===== config.mk =====
export PLATFORM = sky130hd
export DESIGN_NAME = gb_cpu_bus_ctrl
export DESIGN_NICKNAME = d
export VERILOG_FILES = /design/src/rtl/gb_cpu_common_pkg.sv /design/src/rtl/gb_cpu_bus_ctrl.sv
export SDC_FILE = /design/constraint.sdc
export NUM_CORES = 1
export LEC_CHECK = 0
export CELL_PAD_IN_SITES_DETAIL_PLACEMENT = 0
export CELL_PAD_IN_SITES_GLOBAL_PLACEMENT = 1
export CORE_UTILIZATION = 28
export DETAILED_ROUTE_END_ITERATION = 8
export GPL_ROUTABILITY_DRIVEN = 1
export GPL_TIMING_DRIVEN = 0
export PLACE_DENSITY_LB_ADDON = 0.05
export SLEW_MARGIN = 5
export SYNTH_ARGS = -nofsm -noshare
export SYNTH_HDL_FRONTEND = slang
export SYNTH_SLANG_ARGS = --single-unit

===== constraint.sdc =====
create_clock -name clk -period 1.35 [get_ports clk]
set_input_delay 0.135 -clock clk [delete_from_list [all_inputs] [get_ports clk]]
set_output_delay 0.135 -clock clk [all_outputs]
set_load 0.03 [all_outputs]

===== src/rtl/gb_cpu_common_pkg.sv =====
// Shared CPU types: register file layout, register selectors and the
// bus-sequencer address/state enums with their helper functions.
package gb_cpu_common_pkg;

    localparam int unsigned DATA_W = 8;
    localparam int unsigned ADDR_W = 16;

    typedef enum logic [3:0] {
        REG_B, REG_C, REG_D, REG_E, REG_H, REG_L, REG_A, REG_F,
        REG_IR, REG_TMP_L, REG_TMP_H, REG_SP_H, REG_SP_L, REG_PC_H, REG_PC_L
    } regfile_r8_t;

    typedef enum logic [2:0] {
        REG_BC, REG_DE, REG_HL, REG_AF, REG_SP, REG_PC, REG_TMP
    } regfile_r16_t;

    typedef struct packed {
        logic [DATA_W-1:0] a;
        logic [DATA_W-1:0] f;
        logic [DATA_W-1:0] b;
        logic [DATA_W-1:0] c;
        logic [DATA_W-1:0] d;
        logic [DATA_W-1:0] e;
        logic [DATA_W-1:0] h;
        logic [DATA_W-1:0] l;
        logic [DATA_W-1:0] ir;
        logic [DATA_W-1:0] tmp_h;
        logic [DATA_W-1:0] tmp_l;
        logic [ADDR_W-1:0] sp;
        logic [ADDR_W-1:0] pc;
    } regfile_t;

    typedef enum logic [1:0] {
        ADDR_R16, ADDR_HIGH_TMP, ADDR_HIGH_C
    } bus_addr_mode_t;

    typedef enum logic [2:0] {
        BUS_IDLE, BUS_T1, BUS_T2, BUS_T3, BUS_T4
    } bus_state_t;

    function automatic logic [DATA_W-1:0] getRegisterHigh(regfile_t regs, regfile_r16_t sel);
        case (sel)
            REG_BC:  getRegisterHigh = regs.b;
            REG_DE:  getRegisterHigh = regs.d;
            REG_HL:  getRegisterHigh = regs.h;
            REG_AF:  getRegisterHigh = regs.a;
            REG_SP:  getRegisterHigh = regs.sp[15:8];
            REG_PC:  getRegisterHigh = regs.pc[15:8];
            REG_TMP: getRegisterHigh = regs.tmp_h;
            default: getRegisterHigh = 8'h00;
        endcase
    endfunction

    function automatic logic [DATA_W-1:0] getRegisterLow(regfile_t regs, regfile_r16_t sel);
        case (sel)
            REG_BC:  getRegisterLow = regs.c;
            REG_DE:  getRegisterLow = regs.e;
            REG_HL:  getRegisterLow = regs.l;
            REG_AF:  getRegisterLow = regs.f;
            REG_SP:  getRegisterLow = regs.sp[7:0];
            REG_PC:  getRegisterLow = regs.pc[7:0];
            REG_TMP: getRegisterLow = regs.tmp_l;
            default: getRegisterLow = 8'h00;
        endcase
    endfunction

    // High-page modes address the I/O window at 0xFF00; 0xFFFF is reachable.
    function automatic logic [ADDR_W-1:0] busAddr(regfile_t regs, bus_addr_mode_t mode,
                                                  regfile_r16_t sel);
        case (mode)
            ADDR_R16:      busAddr = {getRegisterHigh(regs, sel), getRegisterLow(regs, sel)};
            ADDR_HIGH_TMP: busAddr = {8'hFF, regs.tmp_l};
            ADDR_HIGH_C:   busAddr = {8'hFF, regs.c};
            default:       busAddr = 16'h0000;
        endcase
    endfunction

    function automatic logic [DATA_W-1:0] readReg8(regfile_t regs, regfile_r8_t sel);
        case (sel)
            REG_B:     readReg8 = regs.b;
            REG_C:     readReg8 = regs.c;
            REG_D:     readReg8 = regs.d;
            REG_E:     readReg8 = regs.e;
            REG_H:     readReg8 = regs.h;
            REG_L:     readReg8 = regs.l;
            REG_A:     readReg8 = regs.a;
            REG_F:     readReg8 = regs.f;
            REG_IR:    readReg8 = regs.ir;
            REG_TMP_L: readReg8 = regs.tmp_l;
            REG_TMP_H: readReg8 = regs.tmp_h;
            REG_SP_H:  readReg8 = regs.sp[15:8];
            REG_SP_L:  readReg8 = regs.sp[7:0];
            REG_PC_H:  readReg8 = regs.pc[15:8];
            REG_PC_L:  readReg8 = regs.pc[7:0];
            default:   readReg8 = 8'h00;
        endcase
    endfunction

    // Only these targets are writable through the data-bus port.
    function automatic logic isDataBusDest(regfile_r8_t sel);
        isDataBusDest = (sel == REG_IR) || (sel == REG_TMP_L) || (sel == REG_TMP_H);
    endfunction

endpackage


===== src/rtl/gb_cpu_bus_ctrl.sv =====
// Four-T-state memory bus sequencer: snapshots one request per M-cycle,
// drives the external bus and returns read bytes to the register file.
module gb_cpu_bus_ctrl
    import gb_cpu_common_pkg::*;
(
    input  logic                 clk,
    input  logic                 reset,
    input  regfile_t             registers,
    input  logic                 req_valid,
    output logic                 req_ready,
    input  logic                 req_write,
    input  bus_addr_mode_t       req_addr_mode,
    input  regfile_r16_t         req_addr_reg,
    input  regfile_r8_t          req_wdata_reg,
    input  regfile_r8_t          req_dest,
    output logic [ADDR_W-1:0]    mem_addr,
    output logic [DATA_W-1:0]    mem_wdata,
    output logic                 mem_rd,
    output logic                 mem_wr,
    input  logic                 mem_wait,
    input  logic [DATA_W-1:0]    mem_rdata,
    output regfile_r8_t          data_bus_req,
    output logic [DATA_W-1:0]    data_bus_data,
    output logic                 data_bus_wren,
    output logic                 done,
    output logic                 bus_err
);

    bus_state_t          r_state;
    bus_state_t          w_state_nxt;

    logic                r_write,      w_write_nxt;
    regfile_r8_t         r_dest,       w_dest_nxt;
    logic [DATA_W-1:0]   r_wbyte,      w_wbyte_nxt;

    logic                r_req_ready,  w_req_ready_nxt;
    logic [ADDR_W-1:0]   r_mem_addr,   w_mem_addr_nxt;
    logic [DATA_W-1:0]   r_mem_wdata,  w_mem_wdata_nxt;
    logic                r_mem_rd,     w_mem_rd_nxt;
    logic                r_mem_wr,     w_mem_wr_nxt;
    regfile_r8_t         r_db_req,     w_db_req_nxt;
    logic [DATA_W-1:0]   r_db_data,    w_db_data_nxt;
    logic                r_db_wren,    w_db_wren_nxt;
    logic                r_done,       w_done_nxt;
    logic                r_bus_err,    w_bus_err_nxt;

    logic                w_accept;

    assign w_accept = req_valid && r_req_ready;

    // Next-state and next-output values; every output is registered below.
    always_comb begin
        w_state_nxt     = r_state;
        w_write_nxt     = r_write;
        w_dest_nxt      = r_dest;
        w_wbyte_nxt     = r_wbyte;
        w_mem_addr_nxt  = r_mem_addr;
        w_mem_wdata_nxt = r_mem_wdata;
        w_mem_rd_nxt    = 1'b0;
        w_mem_wr_nxt    = 1'b0;
        w_db_req_nxt    = r_db_req;
        w_db_data_nxt   = r_db_data;
        w_db_wren_nxt   = 1'b0;
        w_done_nxt      = 1'b0;
        w_bus_err_nxt   = 1'b0;

        case (r_state)
            BUS_IDLE, BUS_T4: begin
                if (w_accept) begin
                    w_state_nxt    = BUS_T1;
                    w_write_nxt    = req_write;
                    w_dest_nxt     = req_dest;
                    w_wbyte_nxt    = readReg8(registers, req_wdata_reg);
                    w_mem_addr_nxt = busAddr(registers, req_addr_mode, req_addr_reg);
                end else begin
                    w_state_nxt    = BUS_IDLE;
                end
            end
            BUS_T1: begin
                w_state_nxt  = BUS_T2;
                w_mem_rd_nxt = !r_write;
                w_mem_wr_nxt = r_write;
                if (r_write) begin
                    w_mem_wdata_nxt = r_wbyte;
                end
            end
            BUS_T2: begin
                w_state_nxt  = BUS_T3;
                w_mem_rd_nxt = !r_write;
                w_mem_wr_nxt = r_write;
            end
            BUS_T3: begin
                w_mem_rd_nxt = !r_write;
                w_mem_wr_nxt = r_write;
                if (!mem_wait) begin
                    w_state_nxt  = BUS_T4;
                    w_mem_rd_nxt = 1'b0;
                    w_mem_wr_nxt = 1'b0;
                    w_done_nxt   = 1'b1;
                    if (!r_write) begin
                        w_db_data_nxt = mem_rdata;
                        if (isDataBusDest(r_dest)) begin
                            w_db_wren_nxt = 1'b1;
                            w_db_req_nxt  = r_dest;
                        end else begin
                            w_bus_err_nxt = 1'b1;
                        end
                    end
                end
            end
            default: begin
                w_state_nxt = BUS_IDLE;
            end
        endcase

        w_req_ready_nxt = (w_state_nxt == BUS_IDLE) || (w_state_nxt == BUS_T4);
    end

    // State and output registers; reset abandons any access in flight.
    always_ff @(posedge clk) begin
        if (reset) begin
            r_state     <= BUS_IDLE;
            r_write     <= 1'b0;
            r_dest      <= REG_IR;
            r_wbyte     <= 8'h00;
            r_req_ready <= 1'b1;
            r_mem_addr  <= 16'h0000;
            r_mem_wdata <= 8'h00;
            r_mem_rd    <= 1'b0;
            r_mem_wr    <= 1'b0;
            r_db_req    <= REG_IR;
            r_db_data   <= 8'h00;
            r_db_wren   <= 1'b0;
            r_done      <= 1'b0;
            r_bus_err   <= 1'b0;
        end else begin
            r_state     <= w_state_nxt;
            r_write     <= w_write_nxt;
            r_dest      <= w_dest_nxt;
            r_wbyte     <= w_wbyte_nxt;
            r_req_ready <= w_req_ready_nxt;
            r_mem_addr  <= w_mem_addr_nxt;
            r_mem_wdata <= w_mem_wdata_nxt;
            r_mem_rd    <= w_mem_rd_nxt;
            r_mem_wr    <= w_mem_wr_nxt;
            r_db_req    <= w_db_req_nxt;
            r_db_data   <= w_db_data_nxt;
            r_db_wren   <= w_db_wren_nxt;
            r_done      <= w_done_nxt;
            r_bus_err   <= w_bus_err_nxt;
        end
    end

    assign req_ready     = r_req_ready;
    assign mem_addr      = r_mem_addr;
    assign mem_wdata     = r_mem_wdata;
    assign mem_rd        = r_mem_rd;
    assign mem_wr        = r_mem_wr;
    assign data_bus_req  = r_db_req;
    assign data_bus_data = r_db_data;
    assign data_bus_wren = r_db_wren;
    assign done          = r_done;
    assign bus_err       = r_bus_err;

endmodule

==> reports/metrics.cfg <==
[global_route]
gr-total-overflow=0
grt_pass1_vias=5427
grt_max_degree=13
grt_pass1_wl_mm=33.6
grt_use_total_pct=28.7
antenna_found_initial=0

[floorplanning]
boundaryPins=188
die_w_um=127
start_util_pct=28.6
rows=45
dieArea_sq_um=16000
coreArea_sq_um=15200
dieHeight_um=127

[place]
place.gp.congestion=0.943
numPortBuffers=184
place_area_sq_um=6490
place_ws_ns=-1.61
hpwl_mm=17.6

[timing]
worst_slack_ns=-0.138
fmax_mhz=672
skew_ns=0.00985
fin_crit_sh_pct=110
hold_viol=0
finalMaxSlewViolations=0
worst_slew_pin_slew_ns=0.772
rsz0062_at_grt=yes
setup_viol=29
slew_headroom_pct=48.4
hold_slack_ns=0.345
period_needed_ns=1.49

[yosys]
synth_top_cell_by_area=dfxtp_1
synthesis.nets=668
synth-seq-area-share_pct=26.7
synthCells=518
async_flop_share_pct=0
synth_enable_flop_cells=0
yosys_warnings=0
ys.flop_type=dfxtp_1
synth_seq_cells=58
synth_area_leaders=dfxtp_1 (27%), mux2i_1 (11%), mux2_2 (6.2%)
synth_area_sq_um=4350
avgSynthCellArea_sq_um=8.39
synth_cell_types=61
synth_top_area_share_pct=26.7

[route]
drt_iter0_drc=446
wl_per_cell_um=25.1
num_vias=5393
firstDrtPassIters=8
drc=0
drt-total-wl_mm=23.0
ant_nets=0
vias_per_cell=5.87

[power]
power_leakage_uw=0.00300
pwr-share-clk_pct=37.0
combPwrFrac_pct=35.4
seqPwrFrac_pct=27.6
swShare_pct=32.1
p_sw_uw=2260
internal_power_uw=4790
power_density_nw_per_um2=939
p_total_uw=7050
ir_worst_vdd_mv=0.562

[final_layout]
fin_util_pct=49.4
fin_nets=875
antenna_cells=0
final_area_sq_um=7510
syn2layout_area_growth_pct=72.8
drive_gt1_share_pct=23.8

[critical_path]
worst_path_most_repeated_cell=buf_4
cp.depth=7
critPathCaptureType=register
r2r_slack_ns=-0.12
slowest_stage=buf_2
reg2reg_to=r_wbyte[6]$_SDFFE_PP0P_
worst_setup_path_start_kind=input pin
cp_cell_sequence=buf_4 -> buf_6 -> buf_4 -> buf_2 -> o2111ai_1 -> a21oi_1 -> o21ai_1
arrival_ns=1.70
ff2ff_path_depth=6
critPathBufInv=4
regToRegStartpoint=r_state[1]$_SDFF_PP0_
critPathCapture=r_wbyte[3]$_SDFFE_PP0P_
startpoint=req_wdata_reg[0]
critPathKind=in -> reg
cp.required_ns=1.56
cpPeakStageDelay_ns=0.33
path_max_fanout=10
path_delay_family=buffers and inverters

[clock_network]
htreeDepth=3
root_buffer=clkbuf_16
cts_tree=done
clockBufferDepth=2
cts_buffers=9
path_clk_slew_ns=0.06
clkSinkCount=58
clk_latency_ns=0.33

[hold_path]
min_path_type=in -> reg

[job]
drv_cap=0

[run_status]
status=finished with violations
violations=negative setup slack

## registers in the layout (all words and copies together) (netlist names)
signal	flops
mem_wdata	8
r_state	3
req_ready	1
done	1
r_wbyte	8
mem_rd	1
data_bus_data	8
data_bus_req	4
r_write	1
mem_addr	16
mem_wr	1
r_dest	4
data_bus_wren	1
bus_err	1
## worst min path at each step
stage                                       from                           end  slack [ns]  cells past startpoint
floorplan                            req_dest[3]        r_dest[3]$_SDFFE_PP1P_        0.25                      1
global placement    data_bus_req[3]$_SDFFE_PP1P_  data_bus_req[3]$_SDFFE_PP1P_        0.43                      1
detailed placement       r_wbyte[7]$_SDFFE_PP0P_       r_wbyte[7]$_SDFFE_PP0P_        0.45                      2
CTS                                    req_write          r_write$_SDFFE_PP0P_        0.34                      3
global route                        registers[8]      mem_addr[8]$_SDFFE_PP0P_        0.38                      4
finish                                 req_write          r_write$_SDFFE_PP0P_        0.35                      3
## power by group through the flow
| stage | Sequential (uW) | Clock (uW) | Combinational [uW] |
|---|---|---|---|
| 6_report | 1950 | 2610 | 2490 |
| 5_1_grt | 1970 | 2740 | 2610 |
| 3_3_place_gp | 1960 | 0 | 2150 |
| 3_5_place_dp | 1970 | 0 | 2150 |
| 4_1_cts | 1940 | 2650 | 2430 |
| 2_1_floorplan | 2090 | 0 | 958 |
## area by class of cell
type	instances	area (sq um)
Buffer	47	423
Clock buffer	10	250
Clock inverter	6	95.1
Fill cell	1457	7690
Inverter	8	30.0
Multi-Input combinational cell	401	3320
Sequential cell	58	1170
Tap cell	188	235
Timing Repair Buffer	200	1990
## through the flow
stage               setup TNS (ns)  std cells
floorplan                   -0.194        518
global placement            -38.27        890
detailed placement          -37.98        890
CTS                          -2.38        918
global route                 -4.79        918
finish                       -2.06        918
## cell usage after synthesis, types with 14 or more instances
| cell | n |
|---|---|
| a21oi_1 | 31 |
| a221oi_1 | 16 |
| a22oi_1 | 24 |
| buf_2 | 22 |
| clkbuf_1 | 18 |
| dfxtp_1 | 58 |
| mux2_2 | 24 |
| mux2i_1 | 46 |
| nand2_1 | 29 |
| nor2_1 | 44 |
| nor2b_1 | 17 |
| nor3_1 | 14 |
| o22ai_1 | 15 |
## cell families (layout without fill, tap and decap cells)
family                   count (synthesis)  in the layout  share of synthesized area (%)
flip-flops                              58             58                           26.7
buffers and inverters                   59            271                           6.42
adder cells (fa/ha/maj)                  4              4                           1.15
AO/OA/AOI/OAI                          170            170                           28.6
AND/OR/NAND/NOR                        154            154                           18.7
multiplexers                            73             73                           18.4
## routing by layer
| layer | vias to the layer above | part of all wire, % | GRT usage [%] |
|---|---|---|---|
| li1 | 2424 | - | - |
| met1 | 2591 | 43 | 37.2 |
| met2 | 315 | 46 | 47.3 |
| met3 | 63 | 6.5 | 3.54 |
| met4 | 0 | 4.6 | 14.0 |
| met5 | - | 0 | 0 |
## cell usage in the layout (no fill, tap or decap), types with 9 or more instances in the layout
master / netlist / layout
clkdlybuf4s50_1: 0 / 132
dfxtp_1: 58 / 53
mux2i_1: 46 / 46
dlygate4sd2_1: 0 / 44
nor2_1: 44 / 40
a21oi_1: 31 / 29
nand2_1: 29 / 28
mux2_2: 24 / 23
buf_6: 2 / 19
a22oi_1: 24 / 19
buf_4: 4 / 13
a22o_1: 13 / 13
nor3_1: 14 / 12
a2bb2oi_1: 12 / 12
nor2b_1: 17 / 11
o22ai_1: 15 / 11
a31oi_1: 11 / 11
clkbuf_16: 0 / 10
clkbuf_4: 0 / 9
nand3_1: 9 / 9
## repair_timing
item,4_1_cts,5_1_grt
hold buffers,0,0
pin swaps,29,10
gates cloned,3,0
buffers inserted,13,0
endpoints found under the setup margin,93,48
resized for setup,169,32
## worst register-to-register path: cells and delay by family (launching register included)
family	cells	cell delay, ns
AND/OR/NAND/NOR	2	0.52
AO/OA/AOI/OAI	3	0.36
flip-flops	1	0.36
buffers and inverters	1	0.16
Note: power is estimated with default switching activity, not from simulation.
